===== src/rtl/bot_multi_if.sv =====
// Purpose : PicoBlaze register interface serving NUM_BOTS Rojobot channels from one
//           I/O port space, with atomic snapshot loads and an acked update-irq per channel.
// Latency : read data is registered, valid 1 clk after AddrIn; writes take effect on the next edge.
// Backpr. : none; the PicoBlaze strobes are single-cycle and always accepted.
//
// Ports:
//   clk, reset          system clock, asynchronous active-high reset
//   Wr_Strobe, Rd_Strobe, AddrIn[7:4]=channel, AddrIn[3:0]=register, DataIn, DataOut
//   MotCtl, BotConfig   per-channel inputs, channel k at [8k+7:8k]
//   LocX, LocY, BotInfo, Sensors   per-channel user-visible snapshots
//   MapX, MapY, MapVal  shared world-map address / value
//   upd_irq, upd_ack    per-channel sticky update interrupt and its acknowledge
module bot_multi_if #(
    parameter int unsigned NUM_BOTS         = 2,
    parameter logic [7:0]  START_LOCATION_X = 8'h00,
    parameter logic [7:0]  START_LOCATION_Y = 8'h00,
    parameter logic [7:0]  IF_VERSION       = 8'h40
) (
    input  logic                    clk,
    input  logic                    reset,
    input  logic                    Wr_Strobe,
    input  logic                    Rd_Strobe,
    input  logic [7:0]              AddrIn,
    input  logic [7:0]              DataIn,
    output logic [7:0]              DataOut,
    input  logic [8*NUM_BOTS-1:0]   MotCtl,
    input  logic [8*NUM_BOTS-1:0]   BotConfig,
    output logic [8*NUM_BOTS-1:0]   LocX,
    output logic [8*NUM_BOTS-1:0]   LocY,
    output logic [8*NUM_BOTS-1:0]   BotInfo,
    output logic [8*NUM_BOTS-1:0]   Sensors,
    output logic [7:0]              MapX,
    output logic [7:0]              MapY,
    input  logic [1:0]              MapVal,
    output logic [NUM_BOTS-1:0]     upd_irq,
    input  logic [NUM_BOTS-1:0]     upd_ack
);

    // Read path is purely address driven; the read strobe carries no information here.
    logic unused_rd_strobe;
    assign unused_rd_strobe = Rd_Strobe;

    logic [3:0] chan;
    logic [3:0] rsel;
    logic       chan_valid;

    assign chan       = AddrIn[7:4];
    assign rsel       = AddrIn[3:0];
    assign chan_valid = ({1'b0, chan} < 5'(NUM_BOTS));

    // Internal (PicoBlaze side) registers
    logic [7:0] locx_int_q [NUM_BOTS];
    logic [7:0] locx_int_d [NUM_BOTS];
    logic [7:0] locy_int_q [NUM_BOTS];
    logic [7:0] locy_int_d [NUM_BOTS];
    logic [7:0] info_int_q [NUM_BOTS];
    logic [7:0] info_int_d [NUM_BOTS];
    logic [7:0] sens_int_q [NUM_BOTS];
    logic [7:0] sens_int_d [NUM_BOTS];

    // User-visible snapshots
    logic [7:0] locx_out_q [NUM_BOTS];
    logic [7:0] locx_out_d [NUM_BOTS];
    logic [7:0] locy_out_q [NUM_BOTS];
    logic [7:0] locy_out_d [NUM_BOTS];
    logic [7:0] info_out_q [NUM_BOTS];
    logic [7:0] info_out_d [NUM_BOTS];
    logic [7:0] sens_out_q [NUM_BOTS];
    logic [7:0] sens_out_d [NUM_BOTS];

    logic [7:0] miss_cnt_q [NUM_BOTS];
    logic [7:0] miss_cnt_d [NUM_BOTS];

    logic [NUM_BOTS-1:0] upd_irq_q;
    logic [NUM_BOTS-1:0] upd_irq_d;

    logic [7:0] map_x_q;
    logic [7:0] map_x_d;
    logic [7:0] map_y_q;
    logic [7:0] map_y_d;
    logic [7:0] data_out_q;
    logic [7:0] data_out_d;

    // Next-state logic for every write-side register.
    always_comb begin
        locx_int_d = locx_int_q;
        locy_int_d = locy_int_q;
        info_int_d = info_int_q;
        sens_int_d = sens_int_q;
        locx_out_d = locx_out_q;
        locy_out_d = locy_out_q;
        info_out_d = info_out_q;
        sens_out_d = sens_out_q;
        miss_cnt_d = miss_cnt_q;
        upd_irq_d  = upd_irq_q;
        map_x_d    = map_x_q;
        map_y_d    = map_y_q;

        // Map address is shared by all channels
        if (Wr_Strobe && chan_valid) begin
            if (rsel == 4'h8) map_x_d = DataIn;
            if (rsel == 4'h9) map_y_d = DataIn;
        end

        for (int k = 0; k < NUM_BOTS; k++) begin
            logic wr_k;
            logic raise_k;
            logic clr_k;
            wr_k    = Wr_Strobe && (chan == 4'(k));
            raise_k = wr_k && (rsel == 4'hE);
            clr_k   = wr_k && (rsel == 4'hB);

            if (wr_k) begin
                case (rsel)
                    4'h1: locx_int_d[k] = DataIn;
                    4'h2: locy_int_d[k] = DataIn;
                    4'h3: info_int_d[k] = DataIn;
                    4'h4: sens_int_d[k] = DataIn;
                    4'hC: begin
                        // Snapshot copies the registered values, so a same-edge
                        // internal write is never seen by this load.
                        locx_out_d[k] = locx_int_q[k];
                        locy_out_d[k] = locy_int_q[k];
                        info_out_d[k] = info_int_q[k];
                        sens_out_d[k] = sens_int_q[k];
                    end
                    default: ;
                endcase
            end

            // Raise has priority over ack so a fresh update is never dropped.
            if (raise_k)
                upd_irq_d[k] = 1'b1;
            else if (upd_ack[k])
                upd_irq_d[k] = 1'b0;

            // A miss is a raise landing on a still-pending, unacknowledged irq.
            if (clr_k)
                miss_cnt_d[k] = 8'h00;
            else if (raise_k && upd_irq_q[k] && !upd_ack[k] && (miss_cnt_q[k] != 8'hFF))
                miss_cnt_d[k] = miss_cnt_q[k] + 8'd1;
        end
    end

    // Read mux; unmatched channels (>= NUM_BOTS) fall through to zero.
    always_comb begin
        data_out_d = 8'h00;
        for (int k = 0; k < NUM_BOTS; k++) begin
            if (chan == 4'(k)) begin
                case (rsel)
                    4'h0:    data_out_d = MotCtl[8*k +: 8];
                    4'h1:    data_out_d = locx_int_q[k];
                    4'h2:    data_out_d = locy_int_q[k];
                    4'h3:    data_out_d = info_int_q[k];
                    4'h4:    data_out_d = sens_int_q[k];
                    4'h7:    data_out_d = BotConfig[8*k +: 8];
                    4'h8:    data_out_d = map_x_q;
                    4'h9:    data_out_d = map_y_q;
                    4'hA:    data_out_d = {6'b000000, MapVal};
                    4'hB:    data_out_d = miss_cnt_q[k];
                    4'hF:    data_out_d = IF_VERSION;
                    default: data_out_d = 8'h00;
                endcase
            end
        end
    end

    always_ff @(posedge clk or posedge reset) begin
        if (reset) begin
            for (int k = 0; k < NUM_BOTS; k++) begin
                locx_int_q[k] <= START_LOCATION_X;
                locy_int_q[k] <= START_LOCATION_Y;
                info_int_q[k] <= 8'h00;
                sens_int_q[k] <= 8'h00;
                locx_out_q[k] <= 8'h00;
                locy_out_q[k] <= 8'h00;
                info_out_q[k] <= 8'h00;
                sens_out_q[k] <= 8'h00;
                miss_cnt_q[k] <= 8'h00;
            end
            upd_irq_q  <= '0;
            map_x_q    <= 8'h00;
            map_y_q    <= 8'h00;
            data_out_q <= 8'h00;
        end else begin
            locx_int_q <= locx_int_d;
            locy_int_q <= locy_int_d;
            info_int_q <= info_int_d;
            sens_int_q <= sens_int_d;
            locx_out_q <= locx_out_d;
            locy_out_q <= locy_out_d;
            info_out_q <= info_out_d;
            sens_out_q <= sens_out_d;
            miss_cnt_q <= miss_cnt_d;
            upd_irq_q  <= upd_irq_d;
            map_x_q    <= map_x_d;
            map_y_q    <= map_y_d;
            data_out_q <= data_out_d;
        end
    end

    // Pack per-channel snapshots onto the flat output buses.
    always_comb begin
        LocX    = '0;
        LocY    = '0;
        BotInfo = '0;
        Sensors = '0;
        for (int k = 0; k < NUM_BOTS; k++) begin
            LocX[8*k +: 8]    = locx_out_q[k];
            LocY[8*k +: 8]    = locy_out_q[k];
            BotInfo[8*k +: 8] = info_out_q[k];
            Sensors[8*k +: 8] = sens_out_q[k];
        end
    end

    assign DataOut = data_out_q;
    assign MapX    = map_x_q;
    assign MapY    = map_y_q;
    assign upd_irq = upd_irq_q;

endmodule


===== config.mk =====
export PLATFORM = sky130hd
export DESIGN_NAME = bot_multi_if
export DESIGN_NICKNAME = d
export VERILOG_FILES = /design/src/rtl/bot_multi_if.sv
export SDC_FILE = /design/constraint.sdc
export NUM_CORES = 1
export LEC_CHECK = 0
export ABC_AREA = 1
export BUFFER_PORTS_ARGS = -buffer_cell sky130_fd_sc_hd__buf_2
export CAP_MARGIN = 20
export CORE_UTILIZATION = 50
export CTS_CLUSTER_DIAMETER = 150
export DETAILED_ROUTE_END_ITERATION = 16
export GPL_TIMING_DRIVEN = 0
export PLACE_DENSITY = 0.72
export SLEW_MARGIN = 5
export SYNTH_ARGS = -nofsm -noshare
export SYNTH_HDL_FRONTEND = slang
export SYNTH_SLANG_ARGS = --single-unit
export TNS_END_PERCENT = 30

===== constraint.sdc =====
create_clock -name clk -period 7.5 [get_ports clk]
set_input_delay 1.125 -clock clk [delete_from_list [all_inputs] [get_ports clk]]
set_output_delay 1.125 -clock clk [all_outputs]
set_load 0.01 [all_outputs]

==> results list <==
- The run finished with clean final reports.
- Type of origin of the critical path: input port
- The floorplan step set the die width to around 130 um.
* Area growth syn-to-layout: 19.2%
- Of the cells placed in the final design, the portion with a size suffix greater than 1 is 0.196.
- The worst path in the final design needs a cycle of between 2 and 2.5 ns, including I/O delays and setup.
* Number of filler cells placed in the layout: approximately 1500
* Worst setup slack before clock tree synthesis: 4.73 ns
- STA classifies the critical path endpoint as a flop.
* Maximum clock skew at final layout: 0.0134 ns
* Unrepaired setup endpoints after global routing: no
- In the final layout, the multi-input gates occupy 3280 um^2.
- CTS H-tree lvls: 4
* Reg2reg path depth: 8
- Core utilization of the finished layout: 0.613
- Routability Congestion: 0.979
* Chip Height: 130 um
- The share of synthesized area in the top cell type comes to 0.517.
- Remaining global-route overflow: 0
- Number of top-level pins: ~150
* Pin count of the biggest net entering global routing: 111
- Number of buffers created by CTS: 17
- Number of cells in the finished layout apart from fillers: 1433
- Cell family contributing the most delay on the critical path: simple AND/OR/NAND/NOR gates
- Data on the critical path arrives at its endpoint at 2.80 ns.
* Top cells by area, synth: sky130_fd_sc_hd__dfrtp_1 52%, sky130_fd_sc_hd__nand2_1 11%, sky130_fd_sc_hd__nand3_1 8.9%
- Clock tree from TritonCTS: done
- STA puts the critical path data required time at 7.86 ns.
- Using the TritonRoute via totals, the vias-per-cell ratio works out to between 5 and 6.
- In the routed design, unresolved DRC markers number 0.
- In the finished design, the share of the clock period the worst path needs comes to 0.325.
- The synthesized netlist occupies a cell area of 8230 um^2.
* Peak supply drop: 0.000155 V
- Multiplexer area fraction after synthesis: 0
* Area of the core: 16000 um^2
* DR pass1 iterations: 6
* All-layer global routing usage: 0.316
* Count of cells resized by post-cts repair: 0
* Cells along the critical path: buf_2 > nor2_2 > clkbuf_1 > nand3_1 > nand2_1 > nor2_1 > nand3_1 > nand2_1 > nand2_1
- Antenna violations before repair: 0
- Overall via count from detail_route: 7729
- Setup total negative slack on the finished layout was measured at 0 ns.
* Leakage: approximately 5.4 nW
* Highest attainable clock frequency: a little over 0.4 GHz
* PD cells: 221 nW/um^2
* Number of clock sinks: 170
- Number of cells after detailed placement: 1401
* Worst hold path stage count: 2
- Global-route wire length before repair: between 30000 and 40000 um
- The path with the worst hold slack has its endpoint at BotInfo[2].
- Synth Area in XOR/XNOR: 0.00745
- Wirelength, routed: 25200 um
- Synth Area in Compound Gates: 0.0986
- Clock Latency Late Sink: 0.44 ns
- Transition time of the tightest slew-check pin: ~0.83 ns
- The critical path contains buffers and inverters numbering 2 combined.
* Gate Count Post-Synth: 1048
- The worst register-to-register path begins at miss_cnt_q[0].
- After clock tree synthesis, the clock-pin slew on the worst setup and hold paths is 0.06 ns.
- Class of the worst hold path: reg -> reg
- Post-cts hold buffer count: 0
- Final worst setup slack: 5.06 ns
- Number of setup violations in the final report: 0
- Number of warnings reported in the yosys synthesis log: 0
* Critical Setup Path Class: in -> reg
* Critical-path maximum fanout: 10
- The startpoint identified for the worst hold timing path is BotInfo[2].
- Placed wire-length estimate: 18500 um
- The setup check on the worst reg-to-reg path leaves a slack of 5.77 ns.
* Cell repeated most along the worst path: sky130_fd_sc_hd__nand2_1
* Synth cell types: 30
- Effective utilization at floorplan: 0.514
- Across the run, the number of max-cap violations was 0.
* Number of buffers added for setup after CTS: 0
- For this run, the register share of the synthesized area comes to 0.517.
- After layout, the design draws a total of 2.17 mW.
* Clk root buf: sky130_fd_sc_hd__clkbuf_16
- Area leader, netlist: sky130_fd_sc_hd__dfrtp_1
* Relative slew slack: 0.450
- The via count of the first global-routing pass came to around 7400.
- Std-Cell Rows: 46
* Sequential cell area: 4250 um^2
- Area share of and/or/nand/nor cells after synthesis: 0.290
- The number of pins with negative max-slew slack in the final report is 0.
* Drt initial violations: between 900 and 1000
* Count of buffers from port buffering: 136
* Main combinational cell family by area after synthesis: simple AND/OR/NAND/NOR gates
- Clock tree buffer depth: 2
* Stage delay of the slowest cell on the critical path: 0.55 ns
- Post-Synthesis Mean Instance Area: 7.85 um^2
* Antenna diode count: 0
- Synthesized net count: 1106
- Post-synthesis sequential element count: 170
- Post-Synth Adder-Cell Area: 0.00304
- In this run the remaining antenna-violating nets after routing total 0.
* Net total in the final layout: 1262
- The worst register-to-register path ends at miss_cnt_q[4].
- Area of the die: 17000 um^2
* Routed len/inst: 17.6 um
- Worst-path cell with the longest stage delay: sky130_fd_sc_hd__clkbuf_1
- Final hold violation count: 0
## worst reg2reg max path, stage by stage (launching register included)
cell and delay [ns]:
sky130_fd_sc_hd__dfrtp_1 0.43, sky130_fd_sc_hd__ha_1 0.24, sky130_fd_sc_hd__nand3_1 0.12, sky130_fd_sc_hd__nor2_1 0.08, sky130_fd_sc_hd__a21boi_0 0.21, sky130_fd_sc_hd__nand2_2 0.18, sky130_fd_sc_hd__inv_1 0.24, sky130_fd_sc_hd__nand3_1 0.10
sky130_fd_sc_hd__nand2_1 0.07
## synthesized netlist by cell type (all sizes together)
| library cell | number |
|---|---|
| inv | 111 |
| o22ai | 2 |
| xor2 | 5 |
| a21oi | 67 |
| or2 | 1 |
| nand2 | 243 |
| dfrtp | 170 |
| o21ai | 85 |
| nor4 | 1 |
| nand3b | 2 |
| a21boi | 1 |
| ha | 2 |
| nor2 | 144 |
| nor3 | 1 |
| xnor2 | 2 |
| nand4 | 7 |
| buf | 37 |
| nand3 | 148 |
| clkbuf | 19 |
## cell families (layout without fill, tap and decap cells)
| kind of cell | Yosys count | in the layout |
|---|---|---|
| fa+ha+maj | 2 | 2 |
| xor+xnor | 7 | 7 |
| compound gates | 155 | 155 |
| buf+inv | 167 | 336 |
| simple gates | 547 | 547 |
| flops | 170 | 170 |
## through the flow
| step | instance area [um^2] | hold slack, ns |
|---|---|---|
| after detailed placement | 9210 | 0.482 |
| after global routing | 9810 | 0.527 |
| after floorplan | 8230 | 0.472 |
| final | 9810 | 0.494 |
| after global placement | 9180 | 0.478 |
| after CTS | 9810 | 0.496 |
## placed cells by master (no fill, tap or decap), types with 2 or more instances in the layout
cell	Yosys	final
sky130_fd_sc_hd__nand4_1	5	5
sky130_fd_sc_hd__clkbuf_1	19	19
sky130_fd_sc_hd__clkinv_2	0	3
sky130_fd_sc_hd__nand3_1	147	147
sky130_fd_sc_hd__nand2_1	239	239
sky130_fd_sc_hd__bufinv_16	0	2
sky130_fd_sc_hd__o21ai_0	76	76
sky130_fd_sc_hd__ha_1	2	2
sky130_fd_sc_hd__o22ai_1	2	2
sky130_fd_sc_hd__nor2_4	4	4
sky130_fd_sc_hd__xnor2_1	2	2
sky130_fd_sc_hd__clkbuf_8	0	2
sky130_fd_sc_hd__buf_4	4	4
sky130_fd_sc_hd__nand4_4	2	2
sky130_fd_sc_hd__nand3b_1	2	2
sky130_fd_sc_hd__inv_1	107	106
sky130_fd_sc_hd__nand2_2	3	3
sky130_fd_sc_hd__dfrtp_1	170	170
sky130_fd_sc_hd__clkinvlp_4	0	3
sky130_fd_sc_hd__inv_6	0	4
sky130_fd_sc_hd__xor2_1	5	5
sky130_fd_sc_hd__o21ai_2	8	8
sky130_fd_sc_hd__nor2_2	8	8
sky130_fd_sc_hd__a21oi_1	67	67
sky130_fd_sc_hd__inv_2	4	4
sky130_fd_sc_hd__buf_2	32	168
sky130_fd_sc_hd__nor2_1	132	132
sky130_fd_sc_hd__clkbuf_16	0	17
## layer usage
| layer | vias up | GRT usage | share of wire |
|---|---|---|---|
| li1 | 3665 | - | - |
| met1 | 3621 | 0.447 | 0.44 |
| met2 | 397 | 0.474 | 0.44 |
| met3 | 46 | 0.0754 | 0.091 |
| met4 | 0 | 0.114 | 0.023 |
| met5 | - | 0 | 0 |
## cell type report
type / instances / area share
Inverter: 111 / 0.0433
Timing Repair Buffer: 137 / 0.0722
Clock buffer: 19 / 0.0462
Clock inverter: 13 / 0.0144
Multi-Input combinational cell: 711 / 0.335
Buffer: 56 / 0.0278
Sequential cell: 170 / 0.434
Tap cell: 216 / 0.0276
## where the power goes
| group | total [mW] | switching, mW | internal (mW) |
|---|---|---|---|
| Combinational | 0.248 | 0.165 | 0.0831 |
| Sequential | 1.03 | 0.0456 | 0.980 |
| Clock | 0.891 | 0.380 | 0.511 |
| Total | 2.17 | 0.591 | 1.57 |
## worst max path at each step
stage	startpoint	to	slack (ns)	depth (start not counted)
6_report	AddrIn[2]	DataOut[2]	5.06	9
3_3_place_gp	reset	BotInfo[10]	-0.06	2
5_1_grt	AddrIn[2]	DataOut[2]	4.99	9
3_5_place_dp	AddrIn[7]	locy_int_q[15]	4.73	7
4_1_cts	AddrIn[2]	DataOut[2]	5.15	9
2_1_floorplan	reset	BotInfo[0]	1.77	1
Power figures use the tool's default switching activity.
